## config.mk

```make
export PLATFORM = sky130hd
export DESIGN_NAME = i2c_bus_arbiter
export DESIGN_NICKNAME = d
export VERILOG_FILES = /design/src/rtl/i2c_ctrl_pkg.sv /design/src/rtl/rr_arbiter.sv /design/src/rtl/i2c_bus_arbiter.sv
export SDC_FILE = /design/constraint.sdc
export NUM_CORES = 1
export LEC_CHECK = 0
export BUFFER_PORTS_ARGS = -buffer_cell sky130_fd_sc_hd__buf_2
export CORE_MARGIN = 3
export CORE_UTILIZATION = 48
export DETAILED_ROUTE_END_ITERATION = 16
export GPL_TIMING_DRIVEN = 0
export PLACE_DENSITY = 0.81
export SLEW_MARGIN = 20
export SYNTH_ARGS = -nofsm -noshare
export SYNTH_HDL_FRONTEND = slang
export SYNTH_SLANG_ARGS = --single-unit
```

## constraint.sdc

```tcl
create_clock -name i_clk -period 2.7 [get_ports i_clk]
set_clock_uncertainty 0.05 [all_clocks]
set_input_delay 0.54 -clock i_clk [delete_from_list [all_inputs] [get_ports i_clk]]
set_output_delay 0.54 -clock i_clk [all_outputs]
set_load 0.02 [all_outputs]
```

## src/rtl/i2c_ctrl_pkg.sv

```systemverilog
// Shared types and constants for the camera-control I2C register access path.
// Used by the bus arbiter and by the config sequencer.
package i2c_ctrl_pkg;

    typedef enum logic [1:0] {
        ARB_IDLE,
        ARB_ISSUE,
        ARB_WAIT,
        ARB_RESP
    } arb_state_t;

    typedef struct packed {
        logic        rnw;
        logic [15:0] addr;
        logic [7:0]  wdata;
    } reg_access_t;

    localparam logic [7:0]  DEV_ADDR_DEFAULT = 8'hC0;
    localparam logic [7:0]  NUM_BYTES_WR     = 8'd3;
    localparam logic [7:0]  NUM_BYTES_RD     = 8'd1;
    localparam int unsigned RETRY_MAX        = 2;

endpackage

```

## src/rtl/rr_arbiter.sv

```systemverilog
// Round-robin one-hot picker: the first requester after the stored pointer wins.
// The pointer loads the index of upd_gnt when upd_en is high.
module rr_arbiter #(
    parameter int unsigned N = 3
) (
    input  logic         clk,
    input  logic         rst,
    input  logic [N-1:0] req,
    input  logic         upd_en,
    input  logic [N-1:0] upd_gnt,
    output logic [N-1:0] pick
);

    localparam int unsigned PW = (N > 1) ? $clog2(N) : 1;

    logic [PW-1:0] ptr;
    logic [PW-1:0] upd_idx;

    always_comb begin
        pick = '0;
        for (int unsigned i = 1; i <= N; i++) begin
            if (pick == '0 && req[(32'(ptr) + i) % N])
                pick[(32'(ptr) + i) % N] = 1'b1;
        end
    end

    always_comb begin
        upd_idx = '0;
        for (int unsigned k = 0; k < N; k++) begin
            if (upd_gnt[k])
                upd_idx = PW'(k);
        end
    end

    // Reset to the last index so client 0 wins the first arbitration.
    always_ff @(posedge clk) begin
        if (rst)
            ptr <= PW'(N - 1);
        else if (upd_en)
            ptr <= upd_idx;
    end

endmodule

```

## src/rtl/i2c_bus_arbiter.sv

```systemverilog
// Round-robin sharing of one I2C master between NUM_REQ register-access clients.
// Optional macro I2C_ARB_RETRY_EN: re-issue a NACKed transaction up to two more times.
module i2c_bus_arbiter
    import i2c_ctrl_pkg::*;
#(
    parameter int unsigned NUM_REQ     = 3,
    parameter int unsigned DATA_WIDTH  = 32,
    parameter int unsigned TIMEOUT_CYC = 200000,
    parameter logic [7:0]  DEV_ADDR    = DEV_ADDR_DEFAULT
) (
    input  logic                    i_clk,
    input  logic                    i_rst,
    input  logic [NUM_REQ-1:0]      i_req,
    input  logic [NUM_REQ-1:0]      i_rnw,
    input  logic [NUM_REQ*16-1:0]   i_addr,
    input  logic [NUM_REQ*8-1:0]    i_wdata,
    output logic [NUM_REQ-1:0]      o_gnt,
    output logic [NUM_REQ-1:0]      o_ack,
    output logic                    o_err,
    output logic [7:0]              o_rdata,
    output logic [7:0]              o_i2c_slave_addr,
    output logic [7:0]              o_mst_command_byte,
    output logic [7:0]              o_mst_num_bytes,
    output logic [DATA_WIDTH-1:0]   o_mst_din,
    output logic                    o_mst_write,
    output logic                    o_mst_read,
    output logic                    o_i2c_soft_rst,
    output logic                    o_i2c_arb_lost_clr,
    input  logic                    i_i2c_busy,
    input  logic                    i_mst_write_done,
    input  logic                    i_mst_data_out_valid,
    input  logic [DATA_WIDTH-1:0]   i_mst_data_out,
    input  logic                    i_i2c_rxak,
    input  logic                    i_i2c_arb_lost
);

    localparam int unsigned CW = $clog2(TIMEOUT_CYC + 1);

    arb_state_t         state, state_nxt;
    logic [NUM_REQ-1:0] gnt, pick;
    reg_access_t        xact, xact_sel;
    logic [CW-1:0]      to_cnt;
    logic [7:0]         rdata_q;
    logic               rd_seen, err_q, arb_q, to_q;
    logic               active, done, to_hit, retry;
    logic               unused_bits;
`ifdef I2C_ARB_RETRY_EN
    logic [1:0]         tries;
`endif

    assign unused_bits = ^i_mst_data_out[DATA_WIDTH-1:8];

    rr_arbiter #(.N(NUM_REQ)) u_rr (
        .clk     (i_clk),
        .rst     (i_rst),
        .req     (i_req),
        .upd_en  (state == ARB_RESP),
        .upd_gnt (gnt),
        .pick    (pick)
    );

    always_comb begin
        xact_sel = '0;
        for (int unsigned k = 0; k < NUM_REQ; k++) begin
            if (pick[k])
                xact_sel = '{rnw: i_rnw[k], addr: i_addr[16*k +: 16], wdata: i_wdata[8*k +: 8]};
        end
    end

    always_comb begin
        active = (state == ARB_ISSUE) || (state == ARB_WAIT);
        to_hit = active && (to_cnt == CW'(TIMEOUT_CYC - 1));
        done   = (state == ARB_WAIT) && !i_i2c_busy &&
                 (xact.rnw ? (rd_seen || i_mst_data_out_valid) : i_mst_write_done);
`ifdef I2C_ARB_RETRY_EN
        retry  = done && i_i2c_rxak && !i_i2c_arb_lost && (tries < 2'(RETRY_MAX));
`else
        retry  = 1'b0;
`endif
    end

    always_ff @(posedge i_clk) begin
        if (i_rst)
            state <= ARB_IDLE;
        else
            state <= state_nxt;
    end

    always_comb begin
        state_nxt = state;
        case (state)
            ARB_IDLE:  if (|i_req) state_nxt = ARB_ISSUE;
            ARB_ISSUE: begin
                if (to_hit)          state_nxt = ARB_RESP;
                else if (i_i2c_busy) state_nxt = ARB_WAIT;
            end
            ARB_WAIT: begin
                if (to_hit)          state_nxt = ARB_RESP;
                else if (retry)      state_nxt = ARB_ISSUE;
                else if (done)       state_nxt = ARB_RESP;
            end
            ARB_RESP:  state_nxt = ARB_IDLE;
            default:   state_nxt = ARB_IDLE;
        endcase
    end

    always_ff @(posedge i_clk) begin
        if (i_rst) begin
            gnt     <= '0;
            xact    <= '0;
            to_cnt  <= '0;
            rdata_q <= '0;
            rd_seen <= 1'b0;
            err_q   <= 1'b0;
            arb_q   <= 1'b0;
            to_q    <= 1'b0;
`ifdef I2C_ARB_RETRY_EN
            tries   <= '0;
`endif
        end else begin
            case (state)
                ARB_IDLE: begin
                    if (|i_req) begin
                        gnt     <= pick;
                        xact    <= xact_sel;
                        to_cnt  <= '0;
                        rdata_q <= '0;
                        rd_seen <= 1'b0;
                        err_q   <= 1'b0;
                        arb_q   <= 1'b0;
                        to_q    <= 1'b0;
`ifdef I2C_ARB_RETRY_EN
                        tries   <= '0;
`endif
                    end
                end
                ARB_ISSUE, ARB_WAIT: begin
                    to_cnt <= to_cnt + CW'(1);
                    if (state == ARB_WAIT && i_mst_data_out_valid) begin
                        rdata_q <= i_mst_data_out[7:0];
                        rd_seen <= 1'b1;
                    end
                    // Timeout overrides any completion seen in the same cycle.
                    if (to_hit) begin
                        err_q   <= 1'b1;
                        to_q    <= 1'b1;
                        rdata_q <= '0;
                    end else if (retry) begin
                        to_cnt  <= '0;
                        rd_seen <= 1'b0;
`ifdef I2C_ARB_RETRY_EN
                        tries   <= tries + 2'd1;
`endif
                    end else if (done) begin
                        err_q <= i_i2c_rxak | i_i2c_arb_lost;
                        arb_q <= i_i2c_arb_lost;
                    end
                end
                ARB_RESP: gnt <= '0;
                default:  gnt <= '0;
            endcase
        end
    end

    always_comb begin
        o_gnt              = gnt;
        o_ack              = (state == ARB_RESP) ? gnt : '0;
        o_err              = (state == ARB_RESP) && err_q;
        o_rdata            = (state == ARB_RESP && xact.rnw) ? rdata_q : '0;
        o_i2c_soft_rst     = (state == ARB_RESP) && to_q;
        o_i2c_arb_lost_clr = (state == ARB_RESP) && arb_q;
        o_mst_write        = (state == ARB_ISSUE) && !xact.rnw && !i_i2c_busy;
        o_mst_read         = (state == ARB_ISSUE) &&  xact.rnw && !i_i2c_busy;
        o_i2c_slave_addr   = '0;
        o_mst_command_byte = '0;
        o_mst_num_bytes    = '0;
        o_mst_din          = '0;
        if (active) begin
            o_i2c_slave_addr   = DEV_ADDR | {7'd0, xact.rnw};
            o_mst_command_byte = xact.addr[15:8];
            o_mst_num_bytes    = xact.rnw ? NUM_BYTES_RD : NUM_BYTES_WR;
            o_mst_din          = xact.rnw ? DATA_WIDTH'(xact.addr[7:0])
                                          : DATA_WIDTH'({xact.wdata, xact.addr[7:0]});
        end
    end

endmodule

```

==> impl_metrics.toml <==
[run_status]
status = "complete, no violations"

[timing]
finalCritPeriodShare_pct = 94.99
layout_min_cycle_time_ps = 2565
drv_slew = 0
fmax_mhz = 389.9
setup_viol = 0
rsz0062_at_grt = "true"
relSlewSlack_pct = 49.36
finalSetupTns_ps = 0
worst_pin_slew_ps = 753.2
fin_ws_ps = 135.2
hold_violations = 0

[yosys]
yosysTopAreaCellShare_pct = 28.84
synth_edf_count = 0
synthArstFlopShare_pct = 0
synth_cell_types = 58
synth_compound_area_share_pct = 23.69
synth_top_cell_by_area = "dfxtp_1"
ys_seq_area_share_pct = 28.84
synthMostInstantiatedCell = "nand2_1"
yosysWarnings = 0
yosys.area_share.xor_xnor_pct = 3.052
synthesis.area_mm2 = 0.004304
syn_inst = 549
synth_seq_cells = 62
syn_area_per_cell_um2 = 7.840
synth_top_family_by_area = "simple AND/OR/NAND/NOR gates"
synth.area.top_cells = "dfxtp_1 29%, o2111ai_1 10%, nand2_1 6.0%, buf_4 5.8%, a22oi_1 4.4%"
synthSimpleGateAreaFrac_pct = 29.27
synth-adder-area-share_pct = 2.907
ys.flop_type = "dfxtp_1"
synthMuxAreaShare_pct = 0.4651
synth_common_cells = "69 x nand2_1, 62 x dfxtp_1, 50 x o2111ai_1, 37 x nor2_1"

[floorplanning]
pin_count = 192
initial_core_util_pct = 50.85
core.rowCount = 33
die_x_um = 100.7
die_area_mm2 = 0.01014
coreArea_mm2 = 0.008464
die_h_um = 100.7

[cts]
clkLatencyLatePin_ps = 350
cts_sinks = 62
ctsHtreeMaxLevel = 3
clock-root-buffer = "clkbuf_8"
clockBufferDepth = 2
clk_pin_slew_ps = 80
numCtsBuffers = 9
cts_tree = "built"

[worst_setup_path]
cp_max_fo = 10
max_stage_delay_ps = 350
worstRegToRegCells = 11
cp-end-kind = "flip-flop"
r2r-start = "u_rr.ptr[1]$_SDFFE_PP1P_"
cp.depth = 11
cp.required_ps = 2880
ff2ff_setup_slack_ps = 140
path_buf_inv = 4
crit_path_top_delay_cell = "dfxtp_2"
arrival_ps = 2740
crit_chain = "inv_1 -> ha_1 -> buf_2 -> and2b_2 -> o221ai_2 -> and2_4 -> or3b_1 -> clkbuf_4 -> buf_6 -> o2111ai_1 -> nand4_1"
setup.worst_path.start_class = "flip-flop"
r2r_end = "xact[21]$_SDFFE_PP0P_"
crit_family = "simple AND/OR/NAND/NOR gates"
worstSetupPathType = "reg -> reg"

[finish]
fin_cells = 841
layout-drive-gt1-share_pct = 32.65
area_growth_pct = 29.22
final_util_pct = 65.71
final_area_mm2 = 0.005562
fillers = 731
num-nets-final = 857

[placed_design]
dpl.cell_count = 820
placedInstanceArea_mm2 = 0.005234
port_buffers = 140
place_ws_ps = -56.79
place_hpwl_mm = 10.31
gp_congestion = 0.9022

[job]
cap_violations = 0

[power_and_ir_drop]
vdd_drop_max_mv = 0.3372
pwr_density_cell_mw_per_mm2 = 739.8
cellLeakagePower_nw = 2.564

[route]
vias = 4892
via_per_inst = 5.817
postRouteAntennaNets = 0
wl_mm = 13.49
dr.pass1.iters = 5
wl_per_cell_um = 16.04
drc_errors = 0
drt_iter0_drc = 264

[global_routing]
grt_usage_pct = 25.72
grt_max_degree = 14
antenna_found_initial = 0
gr-total-overflow = 0
grt_pass1_wl_mm = 21.13
grt_pass1_vias = 4570

[worst_hold_path]
holdPathEnd = "rdata_q[2]$_SDFFE_PP0P_"
hold_path_class = "in -> reg"
worstHoldStart = "i_mst_data_out[2]"
hold_depth = 2
## registers in the layout (all words and copies together) (netlist names)
register / count
err_q: 1
rd_seen: 1
to_q: 1
state: 2
u_rr.ptr: 2
to_cnt: 18
o_gnt: 3
xact: 25
rdata_q: 8
arb_q: 1
## cells by family after synthesis
| logic type | count (synthesis) |
|---|---|
| other | 1 |
| adders and majority gates | 10 |
| AOI/OAI and AO/OA | 127 |
| buffers and inverters | 91 |
| and+or+nand+nor | 241 |
| DFF | 62 |
| muxes | 2 |
| xor gates and xnor gates | 15 |
## worst max path at each step
stage,startpoint,end
after global placement,state[1]$_SDFFE_PP0P_,o_mst_din[12]
after floorplan,u_rr.ptr[1]$_SDFFE_PP1P_,xact[13]$_SDFFE_PP0P_
after CTS,u_rr.ptr[0]$_SDFFE_PP0P_,xact[14]$_SDFFE_PP0P_
after global routing,u_rr.ptr[1]$_SDFFE_PP1P_,xact[9]$_SDFFE_PP0P_
after detailed placement,u_rr.ptr[0]$_SDFFE_PP0P_,xact[21]$_SDFFE_PP0P_
final,u_rr.ptr[1]$_SDFFE_PP1P_,xact[21]$_SDFFE_PP0P_
## area by class of cell
class                           count  area (um^2)  area share, %
Clock inverter                      7        55.05         0.9899
Multi-Input combinational cell    422         2753          49.49
Sequential cell                    62         1245          22.38
Antenna cell                        1        2.502        0.04499
Buffer                             76        464.2          8.346
Inverter                           15        56.30          1.012
Clock buffer                        9        123.9          2.227
Tap cell                          105        131.4          2.362
Timing Repair Buffer              144        730.7          13.14
## routing by layer
layer	wire, um	share of wire (%)	global-route usage, %
met3	1065	7.9	5.190
met2	6578	49	42.08
met5	0	0	0
met4	307	2.3	9.119
met1	5538	41	33.56
## power by group
| group | switching [W] | internal [W] | leakage, nW | total [W] |
|---|---|---|---|---|
| sequential | 0.000106 | 0.00110 | 0.505 | 0.00120 |
| combinational | 0.00140 | 0.000748 | 1.97 | 0.00214 |
| clock | 0.000426 | 0.000344 | 0.0870 | 0.000769 |
| total | 0.00193 | 0.00219 | 2.56 | 0.00411 |
## cell usage in the layout (no fill, tap or decap), types with 3 or more instances in the layout
cell type | synthesis | routed
ha_1 | 10 | 9
conb_1 | 1 | 27
o211ai_1 | 5 | 5
a22o_1 | 8 | 8
dfxtp_2 | 0 | 3
clkbuf_8 | 0 | 9
a21oi_1 | 8 | 8
a31oi_1 | 3 | 3
and3_1 | 22 | 22
xor2_1 | 7 | 7
inv_6 | 0 | 4
buf_6 | 4 | 4
dfxtp_1 | 62 | 59
and2_1 | 23 | 23
nor3_1 | 28 | 28
nand2b_1 | 5 | 5
inv_1 | 14 | 14
buf_2 | 6 | 145
clkbuf_1 | 33 | 25
o2111ai_1 | 50 | 43
nor3b_1 | 3 | 3
o21ai_0 | 9 | 8
nor2_1 | 37 | 36
clkbuf_4 | 0 | 3
nand3_1 | 6 | 6
a22oi_1 | 25 | 25
o2111ai_2 | 0 | 7
xnor2_1 | 8 | 8
nand2_1 | 69 | 69
nor4_2 | 2 | 3
clkbuf_2 | 0 | 6
nand4_1 | 27 | 27
buf_4 | 33 | 37
## timing repair
item,4_1_cts,5_1_grt
buffers inserted,0,4
hold buffers,0,0
endpoints found under the setup margin,43,35
pin swaps,0,1
gates resized for setup,10,24
## worst register-to-register path, delay by kind of cell, from the launching register on
kind | cells | cell delay, ps
compound gates | 2 | 380
fa+ha+maj | 1 | 170
buf+inv | 4 | 600
flops | 1 | 350
simple gates | 4 | 910
## metrics by stage
stage	power (W)	hold WS [ps]
floorplan	0.002616	382.4
global placement	0.003145	400.3
detailed placement	0.003198	398.8
CTS	0.004013	347.6
global route	0.004364	349.9
finish	0.004115	356.3
Note: power is estimated with default switching activity, not from simulation.
